`src/rtl/axi4lite_master_engine.sv`:
```
// axi4lite_master_engine
//   Command-driven AXI4-Lite master. Accepts one read or write command at a
//   time, runs the matching AXI4-Lite transaction and returns the response
//   code, read data and a saturating latency count. Single outstanding
//   transaction, no reordering, no timeout.
//
// Ports
//   A_CLK, A_RST                        clock, asynchronous active-high reset
//   CMD_VALID/READY/WRITE/ADDR/DATA     command port (valid/ready)
//   RSP_VALID/READY/WRITE/DATA/RESP/CYCLES  response port (valid/ready)
//   AW_*, W_*, B_*, AR_*, R_*           AXI4-Lite master channels
module axi4lite_master_engine #(
  parameter int ADDR_WIDTH = 32,
  parameter int DATA_WIDTH = 32,
  parameter int LAT_WIDTH  = 16
) (
  input  logic                  A_CLK,
  input  logic                  A_RST,
  input  logic                  CMD_VALID,
  output logic                  CMD_READY,
  input  logic                  CMD_WRITE,
  input  logic [ADDR_WIDTH-1:0] CMD_ADDR,
  input  logic [DATA_WIDTH-1:0] CMD_DATA,
  output logic                  RSP_VALID,
  input  logic                  RSP_READY,
  output logic                  RSP_WRITE,
  output logic [DATA_WIDTH-1:0] RSP_DATA,
  output logic [1:0]            RSP_RESP,
  output logic [LAT_WIDTH-1:0]  RSP_CYCLES,
  output logic                  AW_VALID,
  input  logic                  AW_READY,
  output logic [ADDR_WIDTH-1:0] AW_ADDR,
  output logic                  W_VALID,
  input  logic                  W_READY,
  output logic [DATA_WIDTH-1:0] W_DATA,
  input  logic                  B_VALID,
  output logic                  B_READY,
  input  logic [1:0]            B_RESP,
  output logic                  AR_VALID,
  input  logic                  AR_READY,
  output logic [ADDR_WIDTH-1:0] AR_ADDR,
  input  logic                  R_VALID,
  output logic                  R_READY,
  input  logic [DATA_WIDTH-1:0] R_DATA,
  input  logic [1:0]            R_RESP
);

  typedef enum logic [2:0] {
    IDLE    = 3'd0,
    WR_AW_W = 3'd1,
    WR_B    = 3'd2,
    RD_AR   = 3'd3,
    RD_R    = 3'd4,
    RESP    = 3'd5
  } state_t;

  state_t state, state_next;
  logic   aw_done, w_done;
  logic   aw_done_next, w_done_next;

  logic cmd_fire, aw_fire, w_fire, b_fire, ar_fire, r_fire, rsp_fire;
  logic busy;

  assign cmd_fire = CMD_VALID & CMD_READY;
  assign aw_fire  = AW_VALID & AW_READY;
  assign w_fire   = W_VALID & W_READY;
  assign b_fire   = B_VALID & B_READY;
  assign ar_fire  = AR_VALID & AR_READY;
  assign r_fire   = R_VALID & R_READY;
  assign rsp_fire = RSP_VALID & RSP_READY;

  // Latency counts every cycle spent waiting on the slave; IDLE and RESP
  // are excluded so the count freezes while the response is pending.
  assign busy = (state == WR_AW_W) || (state == WR_B) ||
                (state == RD_AR)   || (state == RD_R);

  function automatic logic [LAT_WIDTH-1:0] sat_inc(input logic [LAT_WIDTH-1:0] v);
    return (&v) ? v : v + LAT_WIDTH'(1);
  endfunction

  always_ff @(posedge A_CLK or posedge A_RST) begin
    if (A_RST) begin
      state   <= IDLE;
      aw_done <= 1'b0;
      w_done  <= 1'b0;
    end else begin
      state   <= state_next;
      aw_done <= aw_done_next;
      w_done  <= w_done_next;
    end
  end

  always_comb begin
    state_next   = state;
    aw_done_next = aw_done;
    w_done_next  = w_done;
    case (state)
      IDLE: begin
        if (cmd_fire) begin
          aw_done_next = 1'b0;
          w_done_next  = 1'b0;
          state_next   = CMD_WRITE ? WR_AW_W : RD_AR;
        end
      end
      WR_AW_W: begin
        // AW and W finish independently, in either order or together.
        if (aw_fire) aw_done_next = 1'b1;
        if (w_fire)  w_done_next  = 1'b1;
        if (aw_done_next && w_done_next) state_next = WR_B;
      end
      WR_B:    if (b_fire)   state_next = RESP;
      RD_AR:   if (ar_fire)  state_next = RD_R;
      RD_R:    if (r_fire)   state_next = RESP;
      RESP:    if (rsp_fire) state_next = IDLE;
      default: state_next = IDLE;
    endcase
  end

  // All interface outputs are registered from the next state, so each
  // VALID/READY changes exactly one cycle after the event that causes it.
  always_ff @(posedge A_CLK or posedge A_RST) begin
    if (A_RST) begin
      CMD_READY  <= 1'b1;
      AW_VALID   <= 1'b0;
      W_VALID    <= 1'b0;
      AR_VALID   <= 1'b0;
      B_READY    <= 1'b0;
      R_READY    <= 1'b0;
      RSP_VALID  <= 1'b0;
      AW_ADDR    <= '0;
      W_DATA     <= '0;
      AR_ADDR    <= '0;
      RSP_WRITE  <= 1'b0;
      RSP_DATA   <= '0;
      RSP_RESP   <= '0;
      RSP_CYCLES <= '0;
    end else begin
      CMD_READY <= (state_next == IDLE);
      AW_VALID  <= (state_next == WR_AW_W) && !aw_done_next;
      W_VALID   <= (state_next == WR_AW_W) && !w_done_next;
      AR_VALID  <= (state_next == RD_AR);
      B_READY   <= (state_next == WR_B);
      R_READY   <= (state_next == RD_R);
      RSP_VALID <= (state_next == RESP);

      if (cmd_fire) begin
        RSP_WRITE  <= CMD_WRITE;
        RSP_CYCLES <= '0;
        if (CMD_WRITE) begin
          AW_ADDR <= CMD_ADDR;
          W_DATA  <= CMD_DATA;
        end else begin
          AR_ADDR <= CMD_ADDR;
        end
      end else if (busy) begin
        RSP_CYCLES <= sat_inc(RSP_CYCLES);
      end

      if (b_fire) begin
        RSP_RESP <= B_RESP;
        RSP_DATA <= '0;
      end
      if (r_fire) begin
        RSP_RESP <= R_RESP;
        RSP_DATA <= R_DATA;
      end
    end
  end

endmodule
```
`config.mk`:
```
export PLATFORM = sky130hd
export DESIGN_NAME = axi4lite_master_engine
export DESIGN_NICKNAME = d
export VERILOG_FILES = /design/src/rtl/axi4lite_master_engine.sv
export SDC_FILE = /design/constraint.sdc
export NUM_CORES = 1
export LEC_CHECK = 0
export ABC_CLOCK_PERIOD_IN_PS = 7700
export CAP_MARGIN = 25
export CORE_UTILIZATION = 44
export CTS_BUF_LIST = sky130_fd_sc_hd__clkbuf_8
export DETAILED_ROUTE_END_ITERATION = 16
export GPL_TIMING_DRIVEN = 0
export PLACE_DENSITY = 0.82
export SYNTH_ARGS = -nofsm -noshare
export SYNTH_HDL_FRONTEND = slang
export SYNTH_SLANG_ARGS = --single-unit
export TNS_END_PERCENT = 5
```
`constraint.sdc`:
```
create_clock -name A_CLK -period 7.7 [get_ports A_CLK]
set_input_delay 1.54 -clock A_CLK [delete_from_list [all_inputs] [get_ports A_CLK]]
set_output_delay 1.54 -clock A_CLK [all_outputs]
set_load 0.01 [all_outputs]
```
==> parameters.txt <==
Parameter                              Value

Cells and area
  Area growth from synthesis to layout ... 52.83%
  Fin util ... between 60% and 70%
  Share of layout cells above drive strength 1 ... between 20% and 30%
  Count of fill cells added during filler insertion ... ~950
  Antenna cell count ... 0
  Number of nets in the finished design ... about 830

Yosys
  Synth Instances ... 433
  Dominant combinational cell family by area after synthesis ... multiplexers
  Post-synthesis compound-gate area fraction ... under 10%
  Number of enable flip-flop cells after synthesis ... 0
  Most repeated cell in the gate-level netlist after synthesis ... sky130_fd_sc_hd__dfrtp_1
  Post-synthesis async set-or-reset flop share ... 100.0%
  Multiplexer share of the synthesized area ... 17.70%
  Area share of and/or/nand/nor cells after synthesis ... a little over 7%
  Net Count, Synth ... around 540
  Fraction of the mapped netlist area in adder cells ... less than 1%
  Share of the synthesized area in the top cell type ... between 60 and 70%
  Area of the mapped netlist ... between 6000 and 7000 sq um
  XOR/XNOR share of the synthesized area ... 1.659%
  Yosys synthesis warning count ... 0
  Library cell occupying the most area in the post-synthesis netlist ... sky130_fd_sc_hd__dfrtp_1
  Synth top cells by count ... sky130_fd_sc_hd__dfrtp_1 (158), sky130_fd_sc_hd__mux2_2 (95), sky130_fd_sc_hd__a22o_1 (32)
  Sequential share of the synthesized area ... between 60 and 70%
  Yosys cell types ... 56
  Top area cells in the synthesized netlist ... sky130_fd_sc_hd__dfrtp_1 (62%), sky130_fd_sc_hd__mux2_2 (17%), sky130_fd_sc_hd__a22o_1 (4.4%)
  Synth Flop Type ... sky130_fd_sc_hd__dfrtp_1
  Syn_area_per_cell ... about 15 sq um
  Number of synthesized register bits ... ~160

Clock network
  Number of buffers inserted during clock tree synthesis ... 17
  Number of clock sinks ... about 160
  Clock transition at the registers of the reported paths ... 0.07 ns
  Root buffer selected by CTS ... sky130_fd_sc_hd__clkbuf_8
  Total setup buffers inserted after CTS ... 0
  CTS resizes ... 0
  Buffer levels on the longest clock path ... 2
  Deepest level of the CTS H-tree ... 4
  Clock latency on the worst-skew pair ... between 0.4 and 0.5 ns
  Clock tree from TritonCTS ... built
  Count of hold buffers inserted by post-cts repair ... 0

Timing
  Total of endpoints with negative setup slack in the final report ... 0
  Slew at the pin closest to its max-slew limit ... between 0.6 and 0.7 ns
  Rel. slew slack ... about 54%
  Max Clk Rate ... 0.3243 GHz
  Final min period ... slightly above 3 ns
  Hold Violations, Final ... 0
  RSZ-0062 raised after global routing ... false
  Worst clock skew on the final layout ... around 0.010 ns
  Final cycle utilization of the critical path ... between 40% and 50%
  Setup TNS Final ... 0 ns
  Number of slew-limit violations in the final report ... 0

Global route
  Number of global-route vias before repair ... just under 5000
  Global-route wire length before repair ... 24470 um
  Largest net degree at the start of global routing ... between 80 and 90
  Grt total ovfl ... 0
  Antenna violations before repair ... 0
  Overall fraction of global-route tracks in use ... a little over a fifth

Placement
  Detail Placement HPWL ... between 10000 and 15000 um
  Global placement routability congestion ... 0.7996
  Quantity of I/O buffers inserted on ports ... between 200 and 300

Route
  Detail-routed via count per cell ... about 5
  Drt first-iter violations ... between 150 and 200
  DRT Pass-1 Iters ... 4
  Routed vias ... between 4000 and 5000
  Wirelength per Cell ... about 17 um
  ANT nets after route ... 0
  Aggregate routed wire length ... around 16000 um
  Post-detailed-route DRC marker count ... 0

Run status
  Outcome ... complete, no violations

Power
  Static Leak ... about 4 nW
  Combinational Power Share ... a little over two fifths
  Maximum VDD drop ... 218.4 uV
  Part of the total power dissipated in the clock network ... between 15 and 20%
  Power Density ... about 370 nW/um^2
  Final Power ... 3.586 mW
  Share of total power in sequential cells ... about two fifths
  Sw Ratio ... 30.46%
  Total internal power ... between 2 and 2.5 mW
  NetSw ... roughly 1.1 mW

Setup path
  Cell family contributing the most delay on the critical path ... flip-flops
  WP depth ... 1
  Crit Path Max Fanout ... 3
  Required time reported for the critical path endpoint ... 6.16 ns
  Reg2Reg Setup Slack ... around 5.8 ns
  Cell Chain, Critical Path ... clkdlybuf4s50_1
  Number of buffers and inverters on the critical path ... 1
  Critical path startpoint category ... flip-flop
  Delay of the slowest cell on the worst path ... 0.57 ns
  Critical path endpoint category ... output port
  Depth of the worst register-to-register path ... 6
  Startpoint of the lowest-slack register-to-register path ... CMD_READY
  Slowest cell on the critical path ... sky130_fd_sc_hd__dfstp_2
  WP data arrival ... ~1.5 ns
  Origin of the worst setup path ... CMD_READY
  Critical path type ... reg -> out
  Crit Reg-Reg Endpoint ... AW_ADDR[11]

Floorplan
  Die outline area ... approximately 15000 sq um
  IO Count ... around 260
  Floorplan die height ... ~120 um
  Die Width ... ~120 um
  Row Count ... 43
  Starting utilization of the core area ... between 40% and 50%
  Core region area ... between 10000 and 15000 sq um

Flow run
  Reported max-cap violation count ... 0

Worst hold path
  Path type of the worst min-delay path ... reg -> reg
  Number of cells traversed by the worst hold path ... 2
  Hold Path Origin ... RSP_WRITE
  Destination of the worst hold path ... RSP_WRITE
==> through the flow <==
| stage | std cells | setup WS, ns | instance area (sq um) | hold slack (ns) |
|---|---|---|---|---|
| global placement | 876 | 0.08115 | 9193 | 0.4645 |
| floorplan | 433 | 1.870 | 6335 | 0.4837 |
| finish | 909 | 4.616 | 9682 | 0.4785 |
| CTS | 909 | 4.573 | 9682 | 0.4812 |
| detailed placement | 877 | 4.162 | 9225 | 0.4630 |
| global route | 909 | 4.554 | 9682 | 0.5201 |
==> registers in the layout (all words and copies together) (netlist names), 2 cells and up <==
| register | cells |
|---|---|
| AR_ADDR | 32 |
| AW_ADDR | 32 |
| RSP_CYCLES | 16 |
| RSP_DATA | 32 |
| RSP_RESP | 2 |
| state | 3 |
| W_DATA | 32 |
==> layout make-up <==
cell class / count / area, sq um / share of cell area, %
inverter: 5 / 23.77 / 0.2455
clock buffer: 19 / 261.5 / 2.701
sequential: 159 / 3980 / 41.11
timing repair buffer: 264 / 2660 / 27.47
buffer: 22 / 121.4 / 1.254
multi-input combinational: 247 / 2215 / 22.87
clock inverter: 13 / 195.2 / 2.016
tap: 180 / 225.2 / 2.326
==> how the worst max path moves through the flow <==
| stage | endpoint | slack (ns) |
|---|---|---|
| floorplan | AR_ADDR[0] | 1.87 |
| detailed placement | AW_ADDR[11] | 4.16 |
| CTS | CMD_READY | 4.57 |
| finish | CMD_READY | 4.62 |
| global placement | RSP_DATA[22] | 0.08 |
| global route | CMD_READY | 4.55 |
==> kinds of logic (layout without fill, tap and decap cells) <==
family	Yosys count	in the layout
DFF	159	159
muxes	100	100
and+or+nand+nor	74	74
AOI/OAI and AO/OA	60	60
buffers and inverters	27	323
xor gates and xnor gates	12	12
adders and majority gates	1	1
==> power groups by stage <==
stage | clock [mW] | combinational, mW | sequential [mW]
floorplan | 0 | 0.513 | 1.52
global placement | 0 | 1.50 | 1.36
detailed placement | 0 | 1.54 | 1.38
CTS | 0.713 | 1.54 | 1.37
global route | 0.750 | 1.63 | 1.41
finish | 0.693 | 1.52 | 1.37
==> placed cells by master, fill, tap and decap left out, types with 8 or more instances in the layout <==
master	count
sky130_fd_sc_hd__a22o_1	32
sky130_fd_sc_hd__inv_1	8
sky130_fd_sc_hd__nor2_1	19
sky130_fd_sc_hd__nand2_1	14
sky130_fd_sc_hd__clkdlybuf4s50_1	263
sky130_fd_sc_hd__mux2_2	95
sky130_fd_sc_hd__dfrtp_1	158
sky130_fd_sc_hd__buf_2	9
sky130_fd_sc_hd__clkbuf_8	19
sky130_fd_sc_hd__xnor2_1	12
==> layer usage <==
metal / vias to the layer above / share of wire [%] / global-route usage [%]
met5: - / 0 / 0
li1: 2122 / - / -
met3: 37 / 7.8 / 7.350
met1: 2281 / 38 / 23.92
met2: 189 / 51 / 37.11
met4: 0 / 3.0 / 10.73
Power figures use the tool's default switching activity.
